--- src/rtl/store.sv ---
// Hart store unit: SW as a single write, SB/SH as read-modify-write of the aligned word.
// Define STORE_RMW_EN to support SB/SH; without it only aligned SW is legal.
module store (
    input  logic        clock,
    input  logic        clear_n,
    input  logic        enable_i,
    input  logic [2:0]  funct3_i,
    input  logic [31:0] destination_i,
    input  logic [31:0] value_i,
    output logic        finished_o,
    output logic        error_o,
    input  logic        hart_to_memory_controller_ready_i,
    output logic        hart_to_memory_controller_valid_o,
    output logic [31:0] hart_to_memory_controller_address_o,
    output logic        hart_to_memory_controller_write_o,
    output logic [31:0] hart_to_memory_controller_write_data_o,
    input  logic        memory_controller_to_hart_valid_i,
    input  logic        memory_controller_to_hart_error_i,
    input  logic [31:0] memory_controller_to_hart_read_data_i,
    output logic        memory_controller_to_hart_ready_o
);

    typedef enum logic [2:0] {StIdle, StReadReq, StReadWait, StWriteReq, StWriteWait} state_e;

    state_e      state_q;
    logic        valid_q, write_q;
    logic [31:0] address_q, write_data_q;
    logic        illegal;

`ifdef STORE_RMW_EN
    logic [1:0]  offset_q;
    logic        half_q;
    logic [15:0] lane_q;
    logic [31:0] merged;

    // Byte offset 0 is the most significant lane, matching the load unit.
    always_comb begin
        merged = memory_controller_to_hart_read_data_i;
        if (half_q) begin
            if (offset_q[1]) merged[15:0] = lane_q;
            else             merged[31:16] = lane_q;
        end else begin
            case (offset_q)
                2'd0:    merged[31:24] = lane_q[7:0];
                2'd1:    merged[23:16] = lane_q[7:0];
                2'd2:    merged[15:8]  = lane_q[7:0];
                default: merged[7:0]   = lane_q[7:0];
            endcase
        end
    end

    assign illegal = (funct3_i > 3'd2) ||
                     (funct3_i == 3'd1 && destination_i[0]) ||
                     (funct3_i == 3'd2 && destination_i[1:0] != 2'b00);
`else
    logic unused_read_data;
    assign unused_read_data = ^memory_controller_to_hart_read_data_i;
    assign illegal = (funct3_i != 3'd2) || (destination_i[1:0] != 2'b00);
`endif

    always_ff @(posedge clock or negedge clear_n) begin
        if (!clear_n) begin
            state_q      <= StIdle;
            valid_q      <= 1'b0;
            write_q      <= 1'b0;
            address_q    <= 32'd0;
            write_data_q <= 32'd0;
`ifdef STORE_RMW_EN
            offset_q     <= 2'd0;
            half_q       <= 1'b0;
            lane_q       <= 16'd0;
`endif
        end else begin
            case (state_q)
                StIdle: begin
                    if (enable_i && !illegal) begin
                        valid_q   <= 1'b1;
                        address_q <= {destination_i[31:2], 2'b00};
`ifdef STORE_RMW_EN
                        offset_q  <= destination_i[1:0];
                        half_q    <= funct3_i[0];
                        lane_q    <= value_i[15:0];
                        if (funct3_i != 3'd2) begin
                            write_q      <= 1'b0;
                            write_data_q <= 32'd0;
                            state_q      <= StReadReq;
                        end else
`endif
                        begin
                            write_q      <= 1'b1;
                            write_data_q <= value_i;
                            state_q      <= StWriteReq;
                        end
                    end
                end
`ifdef STORE_RMW_EN
                StReadReq: begin
                    if (hart_to_memory_controller_ready_i) begin
                        valid_q <= 1'b0;
                        state_q <= StReadWait;
                    end
                end
                StReadWait: begin
                    if (memory_controller_to_hart_valid_i) begin
                        if (memory_controller_to_hart_error_i) begin
                            state_q <= StIdle;
                        end else begin
                            valid_q      <= 1'b1;
                            write_q      <= 1'b1;
                            write_data_q <= merged;
                            state_q      <= StWriteReq;
                        end
                    end
                end
`endif
                StWriteReq: begin
                    if (hart_to_memory_controller_ready_i) begin
                        valid_q <= 1'b0;
                        state_q <= StWriteWait;
                    end
                end
                StWriteWait: begin
                    if (memory_controller_to_hart_valid_i) state_q <= StIdle;
                end
                default: state_q <= StIdle;
            endcase
        end
    end

    always_comb begin
        finished_o = 1'b0;
        error_o    = 1'b0;
        case (state_q)
            StIdle: begin
                finished_o = enable_i && illegal;
                error_o    = enable_i && illegal;
            end
            StReadWait: begin
                finished_o = memory_controller_to_hart_valid_i && memory_controller_to_hart_error_i;
                error_o    = memory_controller_to_hart_valid_i && memory_controller_to_hart_error_i;
            end
            StWriteWait: begin
                finished_o = memory_controller_to_hart_valid_i;
                error_o    = memory_controller_to_hart_valid_i && memory_controller_to_hart_error_i;
            end
            default: ;
        endcase
    end

    assign hart_to_memory_controller_valid_o      = valid_q;
    assign hart_to_memory_controller_address_o    = address_q;
    assign hart_to_memory_controller_write_o      = write_q;
    assign hart_to_memory_controller_write_data_o = write_data_q;
    assign memory_controller_to_hart_ready_o      = 1'b1;

endmodule

--- config.mk ---
export PLATFORM = sky130hd
export DESIGN_NAME = store
export DESIGN_NICKNAME = d
export VERILOG_FILES = /design/src/rtl/store.sv
export SDC_FILE = /design/constraint.sdc
export NUM_CORES = 1
export LEC_CHECK = 0
export CORE_MARGIN = 2
export CORE_UTILIZATION = 38
export CTS_CLUSTER_SIZE = 40
export DETAILED_ROUTE_END_ITERATION = 12
export GPL_ROUTABILITY_DRIVEN = 0
export PLACE_DENSITY = 0.82
export SETUP_SLACK_MARGIN = 0.2
export SYNTH_ARGS = -nofsm -noshare
export SYNTH_HDL_FRONTEND = slang
export SYNTH_SLANG_ARGS = --single-unit
--- constraint.sdc ---
create_clock -name clock -period 2.53 [get_ports clock]
set_input_delay 0.253 -clock clock [delete_from_list [all_inputs] [get_ports clock]]
set_output_delay 0.253 -clock clock [all_outputs]
set_load 0.005 [all_outputs]
=== Word level (Yosys, flattened, before mapping) ===
Cells that the tools add are included.

* Register bits after elaboration: 67
* Input port bits: 105

* Eq/ne operators: 7
* Mux-type cells: 9
* Reduce and logical (&&, ||, !) cells: 12

{| class="wikitable"
|+ Operators by type and width
! operator !! count
|-
| $mux 3 || 3
|-
| $pmux 3 s3 || 1
|-
| $eq 3x2->1 const B || 2
|-
| $ne 2x2->1 const B || 3
|-
| $reduce_and 3->1 || 2
|-
| $pmux 1 s2 || 2
|-
| $reduce_bool 2->1 || 2
|-
| $eq 3x3->1 const B || 1
|-
| $logic_and 1x1->1 || 3
|-
| $logic_not 3->1 || 1
|-
| $ne 3x2->1 const B || 1
|-
| $pmux 1 s3 || 1
|-
| $mux 1 || 2
|-
| $reduce_and 2->1 || 1
|-
| $reduce_or 2->1 || 1
|-
| $logic_not 1->1 || 1
|-
| $logic_or 1x1->1 || 1
|}

=== Longest topological paths before layout ===
Gate-level depths: netlist (run 1).

* Depth in word-level cells: 6
* Mapped depth: 5
* Gate-level depth less buffers: 3

=== Worst setup path before layout (run 1) ===
No wires, ideal clock.

* Kind: reg2reg
* Start: reg state_q[2]
* End: reg write_data_q[2], in the netlist hart_to_memory_controller_write_data_o[2]
* Library setup time: 0.127 ns
* Arrival: 1.427 ns
* Path slack: 0.975 ns
* Stages on the path, launching flop included: 6
* Clock period less this slack: 1.555 ns
* Path through: dfrtp_1 -> nor3b_2 -> and4bb_1 -> buf_6 -> buf_6 -> mux2_1

* Word-level cells in the longest chain between the ends: 2

{| class="wikitable"
|+ RTL lines
! element !! line !! text
|-
| start: declaration || 25 || <nowiki>state_e state_q;</nowiki>
|-
| start signal: assignment || 63 || <nowiki>state_q <= StIdle;</nowiki>
|-
| start signal: assignment || 92 || <nowiki>state_q <= StWriteReq;</nowiki>
|-
| start signal: assignment || 119 || <nowiki>state_q <= StWriteWait;</nowiki>
|-
| $logic_not 3->1 || 74 || <nowiki>case (state_q)</nowiki>
|-
| $reduce_and 2->1 (no source line) || n/a ||
|-
| end signal: assignment || 91 || <nowiki>write_data_q <= value_i;</nowiki>
|-
| end: declaration || 27 || <nowiki>logic [31:0] address_q, write_data_q;</nowiki>
|}

No other way between the ends.
A chain may end at the register's enable or synchronous reset.

=== Worst setup path in the final report (run 1) ===
* Start: in funct3_i[0]
* End: out error_o

* Word-level cells in the longest chain between the ends: 4

{| class="wikitable"
|+ RTL lines
! element !! line !! text
|-
| start: declaration || 7 || <nowiki>input logic [2:0] funct3_i,</nowiki>
|-
| $ne 3x2->1 || 58 || <nowiki>assign illegal = (funct3_i != 3'd2) || (destination_i[1:0] != 2'b00);</nowiki>
|-
| $logic_or 1x1->1 || 58 ||
|-
| $logic_and 1x1->1 || 136 || <nowiki>error_o = enable_i && illegal;</nowiki>
|-
| $pmux 1 s2 || 133 || <nowiki>case (state_q)</nowiki>
|-
| end: declaration || 11 || <nowiki>output logic error_o,</nowiki>
|}

No other way between the ends.

==> impl_metrics.yaml, run 1 <==
sta:
  fmax_ghz: 0.4995
  fin_crit_ns: 2.002
  rsz0062_at_grt: "no"
  relSlewSlack: 0.4972
  finalSetupViolations: 0
  hold_slack_ns: -0.005874
  worstMarginPinSlew_ns: 0.7543
  fin_crit_sh: 0.7913
  finClkSkew_ns: 0.005288
  setup_tns_ns: 0
  report.final.hold_viol_count: 14
  slew_viol_final: 0
finish:
  final_cell_count_no_fill: 384
  fin_nets: 405
  drive_gt1_frac: 0.06250
  syn2layout_area_growth_pct: 62.82
  antennaDiodeCount: 0
floorplanning:
  die_y_um: 86.36
  row_count: 30
  pin_count: 174
  die_w_um: 86.36
  fp.dieArea_um2: 7457
  core_area_um2: 6681
  start_util: 0.3858
synth:
  yosys.cell_count.top_type: "dfrtp_1"
  ys_seq_elements: 66
  syn_inst: 157
  synth_top_area_frac: 0.6408
  yosysWarnings: 0
  synth_top_area_cell: "dfrtp_1"
  ys_seq_area_frac: 0.6408
  synthArstFlopShare: 1.000
  synth-compound-area-share: 0.008252
  netlist_area_um2: 2577
  synth_xor_area_frac: 0
  avgSynthCellArea_um2: 16.42
  synth_common_cells: "dfrtp_1 (66), mux2_1 (62), buf_8 (4)"
  synthMuxAreaShare: 0.2709
  synth-main-ff-cell: "dfrtp_1"
  synth_top_family_by_area: "multiplexers"
  yosys-top-cells-area: "dfrtp_1 (64%), mux2_1 (27%), buf_8 (2.3%)"
  synth.distinct_cells: 19
  synth_simple_gate_area_frac: 0.03301
  synth-edff-count: 0
  yosys.area_share.adder: 0
worst_setup_path:
  worstSetupPathType: "in2out"
  required_ns: 2.28
  critPathLaunchType: "input pin"
  worstPathArrival_ns: 1.75
  critPathMaxFanout: 2
  r2r_slack_ns: 0.79
  cp-end-kind: "primary output"
place:
  port_buffers: 138
  place_inst: 369
  hpwlAfterDp_mm: 4.195
route:
  drc: 0
  drt_iter0_drc: 22
  routedWlPerCell_um: 14.50
  vias: 1798
  vias_per_cell: 4.682
  drtAntennaViolNets: 0
  first_pass_iters: 2
  drt_wl_total_mm: 5.568
power_and_ir_drop:
  ir_drop_mv: 0.3230
  pwr_density_cell_nw_per_um2: 700.0
  cellLeakagePower_nw: 1.880
outcome:
  failed_checks: "hold timing"
  status: "finished, violations left"
grt:
  grt_pass1_wl_mm: 8.604
  antenna_found_initial: 0
  grt_max_degree: 36
  grt_overflow_total: 0
  grt_pass1_vias: 1827
  track_usage: 0.1497
clock_tree:
  clock_latency_ns: 0.32
  ctsHoldBuffers: 0
  clock-sinks: 66
  numCtsBuffers: 9
  clk_pin_slew_ns: 0.07
  tritoncts: "built"
  cts_resized: 0
  cts-root-buf: "clkbuf_8"
  post_cts.repair.setup_buffers: 0
  htree_levels: 3
  cts_buffer_depth: 2
job:
  maxCapViolCount: 0
hold_path:
  hold_class: "in2async"
-- power breakdown --
| part | total [mW] | leakage, nW | switching, mW | internal [mW] |
|---|---|---|---|---|
| combinational | 0.745 | 0.938 | 0.202 | 0.544 |
| clock | 0.842 | 0.0962 | 0.367 | 0.474 |
| sequential | 1.35 | 0.846 | 0.0912 | 1.26 |
-- worst max-delay path, stage by stage --
cell and delay (ns):
clkdlybuf4s50_1 0.43, o41ai_1 0.44, o21ai_0 0.15, clkdlybuf4s50_1 0.48
-- final cells by class --
| cell class | instances | area [um2] |
|---|---|---|
| inverter | 1 | 3.754 |
| timing repair buffer | 141 | 1436 |
| sequential | 66 | 1652 |
| tap | 80 | 100.1 |
| clock inverter | 3 | 40.04 |
| fill | 536 | 2485 |
| clock buffer | 12 | 145.1 |
| multi-input combinational | 81 | 819.5 |
-- flip-flops by register name, indices dropped and copies added, names as in the netlist --
name,flops
hart_to_memory_controller_write_data_o,32
hart_to_memory_controller_address_o,30
state_q,2
hart_to_memory_controller_valid_o,1
hart_to_memory_controller_write_o,1
-- per-stage QoR --
step	utilization	power [mW]	area (um2)	hold WS, ns	setup slack [ns]
final	0.6281	2.938	4197	-0.005874	0.5281
after floorplan	-	1.538	2581	-0.04259	0.9752
after global routing	0.6281	3.101	4197	0.04592	0.4350
after CTS	0.6281	2.992	4197	0.001910	0.4906
after detailed placement	0.6004	2.130	4011	0.3558	0.4941
after global placement	0.6004	2.103	4011	0.3551	0.5444
-- worst paths after layout --
kind | start | end | cells past startpoint
hold / removal | clear_n | hart_to_memory_controller_address_o[18] | 1
max in group asynchronous | clear_n | hart_to_memory_controller_write_data_o[31] | 2
setup reg to reg | state_q[2] | hart_to_memory_controller_address_o[19] | 4
setup / recovery | funct3_i[0] | error_o | 4
hold reg to reg | hart_to_memory_controller_write_o | hart_to_memory_controller_write_o | 1
min in group clock | hart_to_memory_controller_write_o | hart_to_memory_controller_write_o | 1
-- metal layers --
metal	vias to the layer above	wire [um]	GRT usage
met5	-	0	0
met4	0	77	0.04972
met3	7	562	0.06952
met2	88	2745	0.2483
met1	881	2183	0.1716
li1	822	-	-
-- layout by cell type, fill, tap and decap left out --
cell type	synthesis	final
clkdlybuf4s50_1	0	137
dfrtp_1	66	66
buf_2	1	1
nand2b_1	1	1
nand2_1	3	3
clkinv_2	0	2
a21o_1	1	1
clkbuf_1	0	2
mux2_1	62	62
nand3b_1	2	2
nor3b_2	1	1
nor3b_1	1	1
inv_1	1	1
conb_1	2	3
nor2_1	2	2
or2_1	2	2
and4bb_4	0	1
bufinv_16	0	1
o41ai_1	1	1
buf_12	0	3
clkbuf_8	0	10
o21ai_0	1	1
-- cell families (layout without fill, tap and decap cells) --
logic type / Yosys count / count (layout)
other: 2 / 3
buffers and inverters: 11 / 157
multiplexers: 62 / 62
AO/OA/AOI/OAI: 3 / 3
AND/OR/NAND/NOR: 13 / 13
flip-flops: 66 / 66
Note: power is estimated with default switching activity, not from simulation.
==> run 2, diff against run 1 <==
CORE_UTILIZATION = 35   (was 38)
PLACE_DENSITY = 0.76   (was 0.82)
clock period = 1.9 ns   (was 2.53 ns; I/O delays follow)
==> run 2 against run 1 <==
The flow now finishes without violations. Utilization decreased by 2.6 points. Clock skew increased by 0.00070 ns. Register-to-register slack got worse by 0.72 ns. Global-route usage decreased by 0.90 points. Clock power increased by 15%. First-iteration DRC count increased by 82%. Hold slack improved by 0.41 ns. Critical endpoint is now hart_to_memory_controller_address_o[7]. Highest routed layer unchanged.
==> impl_metrics.yaml, run 2 (synthesis gave the netlist of run 1 again) <==
place:
  placed_cell_area_um2: 4043
  hpwlAfterDp_mm: 4.007
  place_worst_setup_slack_ns: 0.04058
  place_inst: 389
  port_buffers: 138
clock_tree:
  clk_pin_slew_ns: 0.07
  cts_buffer_depth: 2
  tritoncts: "built"
  numCtsBuffers: 9
  clock_latency_ns: 0.32
  cts-root-buf: "clkbuf_8"
  clock-sinks: 66
  htree_levels: 3
grt:
  track_usage: 0.1407
  antenna_found_initial: 0
  grt_overflow_total: 0
  grt_max_degree: 67
  grt_pass1_wl_mm: 9.149
  grt_pass1_vias: 1883
worst_setup_path:
  cp-end-kind: "flop"
  critPathTopFamily: "simple AND/OR/NAND/NOR gates"
  required_ns: 2.11
  crit_start: "state_q[1]"
  r2r_slack_ns: 0.07
  ff2ff_path_depth: 6
  worstSetupPathType: "reg2reg"
  cp_slowest_cell: "dfrtp_1"
  crit_buf_inv: 3
  critPathMaxFanout: 30
  timing.rr.end: "hart_to_memory_controller_address_o[7]"
  cp_slowest_stage_delay_ns: 0.42
  critPathLaunchType: "flop"
  r2r_start: "state_q[1]"
  worstPathArrival_ns: 2.04
  path_cells: "nor3b_2 -> buf_4 -> buf_6 -> and4bb_4 -> buf_12 -> mux2_1"
floorplanning:
  core_area_um2: 7176
  pin_count: 174
  die_w_um: 89.82
  row_count: 31
  die_y_um: 89.82
  start_util: 0.3592
  fp.dieArea_um2: 8067
sta:
  finClkSkew_ns: 0.005990
  fin_crit_sh: 0.9625
  fmax_ghz: 0.5468
  slew_viol_final: 0
  report.final.hold_viol_count: 0
  fin_crit_ns: 1.829
  finalSetupViolations: 0
  fin_ws_ns: 0.07117
  rsz0062_at_grt: "yes"
hold_path:
  hold_class: "in2async"
finish:
  final_cell_mix: "clkdlybuf4s50_1 (136), dfrtp_1 (66), mux2_1 (43), mux2_4 (19), clkbuf_8 (10)"
  postLayoutCoreUtil: 0.6019
  finalInstanceArea_um2: 4319
  fin_nets: 411
  antennaDiodeCount: 0
  final_cell_count_no_fill: 408
  largest_reg_flops: 32
  layout_commonest_cell: "clkdlybuf4s50_1"
  drive_gt1_frac: 0.1392
  syn2layout_area_growth_pct: 67.57
route:
  vias: 1779
  routedWlPerCell_um: 13.56
  drt_iter0_drc: 40
  first_pass_iters: 4
  vias_per_cell: 4.360
  drtAntennaViolNets: 0
  drc: 0
  drt_wl_total_mm: 5.531
job:
  maxCapViolCount: 0
power_and_ir_drop:
  pwr_density_cell_nw_per_um2: 888.5
  ir_drop_mv: 0.5211
  cellLeakagePower_nw: 1.925
outcome:
  status: "complete, no violations"
-- run 2: changes by cell type in the layout (fill, tap and decap cells not counted), moves of 2 or more --
cell    before  now
mux2_1      62   43
buf_6        0    2
mux2_4       0   19
buf_4        0    3
-- run 2: timing repair --
item	CTS	global route
gates cloned	0	0
buffers inserted	3	1
endpoints found under the hold margin	66	0
endpoints found under the setup margin	2	64
gates resized for setup	1	21
hold buffers	1	0
pin swaps	1	1
-- run 2: worst max-delay path by stage --
stage                                           endpoint  slack, ns  depth (start not counted)
2_1_floorplan  hart_to_memory_controller_write_data_o[2]       0.35                          5
3_3_place_gp                                     error_o       0.06                          4
3_5_place_dp                                     error_o       0.04                          5
4_1_cts                                       finished_o       0.03                          4
5_1_grt                                       finished_o      -0.02                          4
6_report          hart_to_memory_controller_address_o[7]       0.07                          6
-- run 2: cell type report --
type	count	area, um2
fill	581	2856
sequential	66	1652
timing repair buffer	147	1490
multi-input combinational	81	890.9
clock buffer	11	141.4
tap	99	123.9
clock inverter	3	17.52
inverter	1	3.754
-- run 2: tightest hold or removal path: stages --
cell           delay (ns)
dlygate4sd3_1        0.52
buf_2                0.12
buf_12               0.29
-- run 2: layer usage --
| metal | vias up | track usage | wire length (um) |
|---|---|---|---|
| met5 | - | 0 | 0 |
| met2 | 81 | 0.2254 | 2560 |
| met3 | 9 | 0.04526 | 471 |
| li1 | 828 | - | - |
| met4 | 0 | 0.06154 | 82 |
| met1 | 861 | 0.1757 | 2417 |
-- run 2: metrics by stage --
| step | power (mW) | TNS, ns | hold slack, ns |
|---|---|---|---|
| 2_1_floorplan | 2.048 | 0 | -0.1056 |
| 3_3_place_gp | 2.805 | 0 | 0.2363 |
| 3_5_place_dp | 2.831 | 0 | 0.2373 |
| 4_1_cts | 3.833 | 0 | 0.4249 |
| 5_1_grt | 4.053 | -0.02213 | 0.4457 |
| 6_report | 3.838 | 0 | 0.4068 |
-- run 2: power breakdown --
part,internal (mW),switching [mW]
Sequential,1.68,0.130
Clock,0.490,0.481
Combinational,0.791,0.268
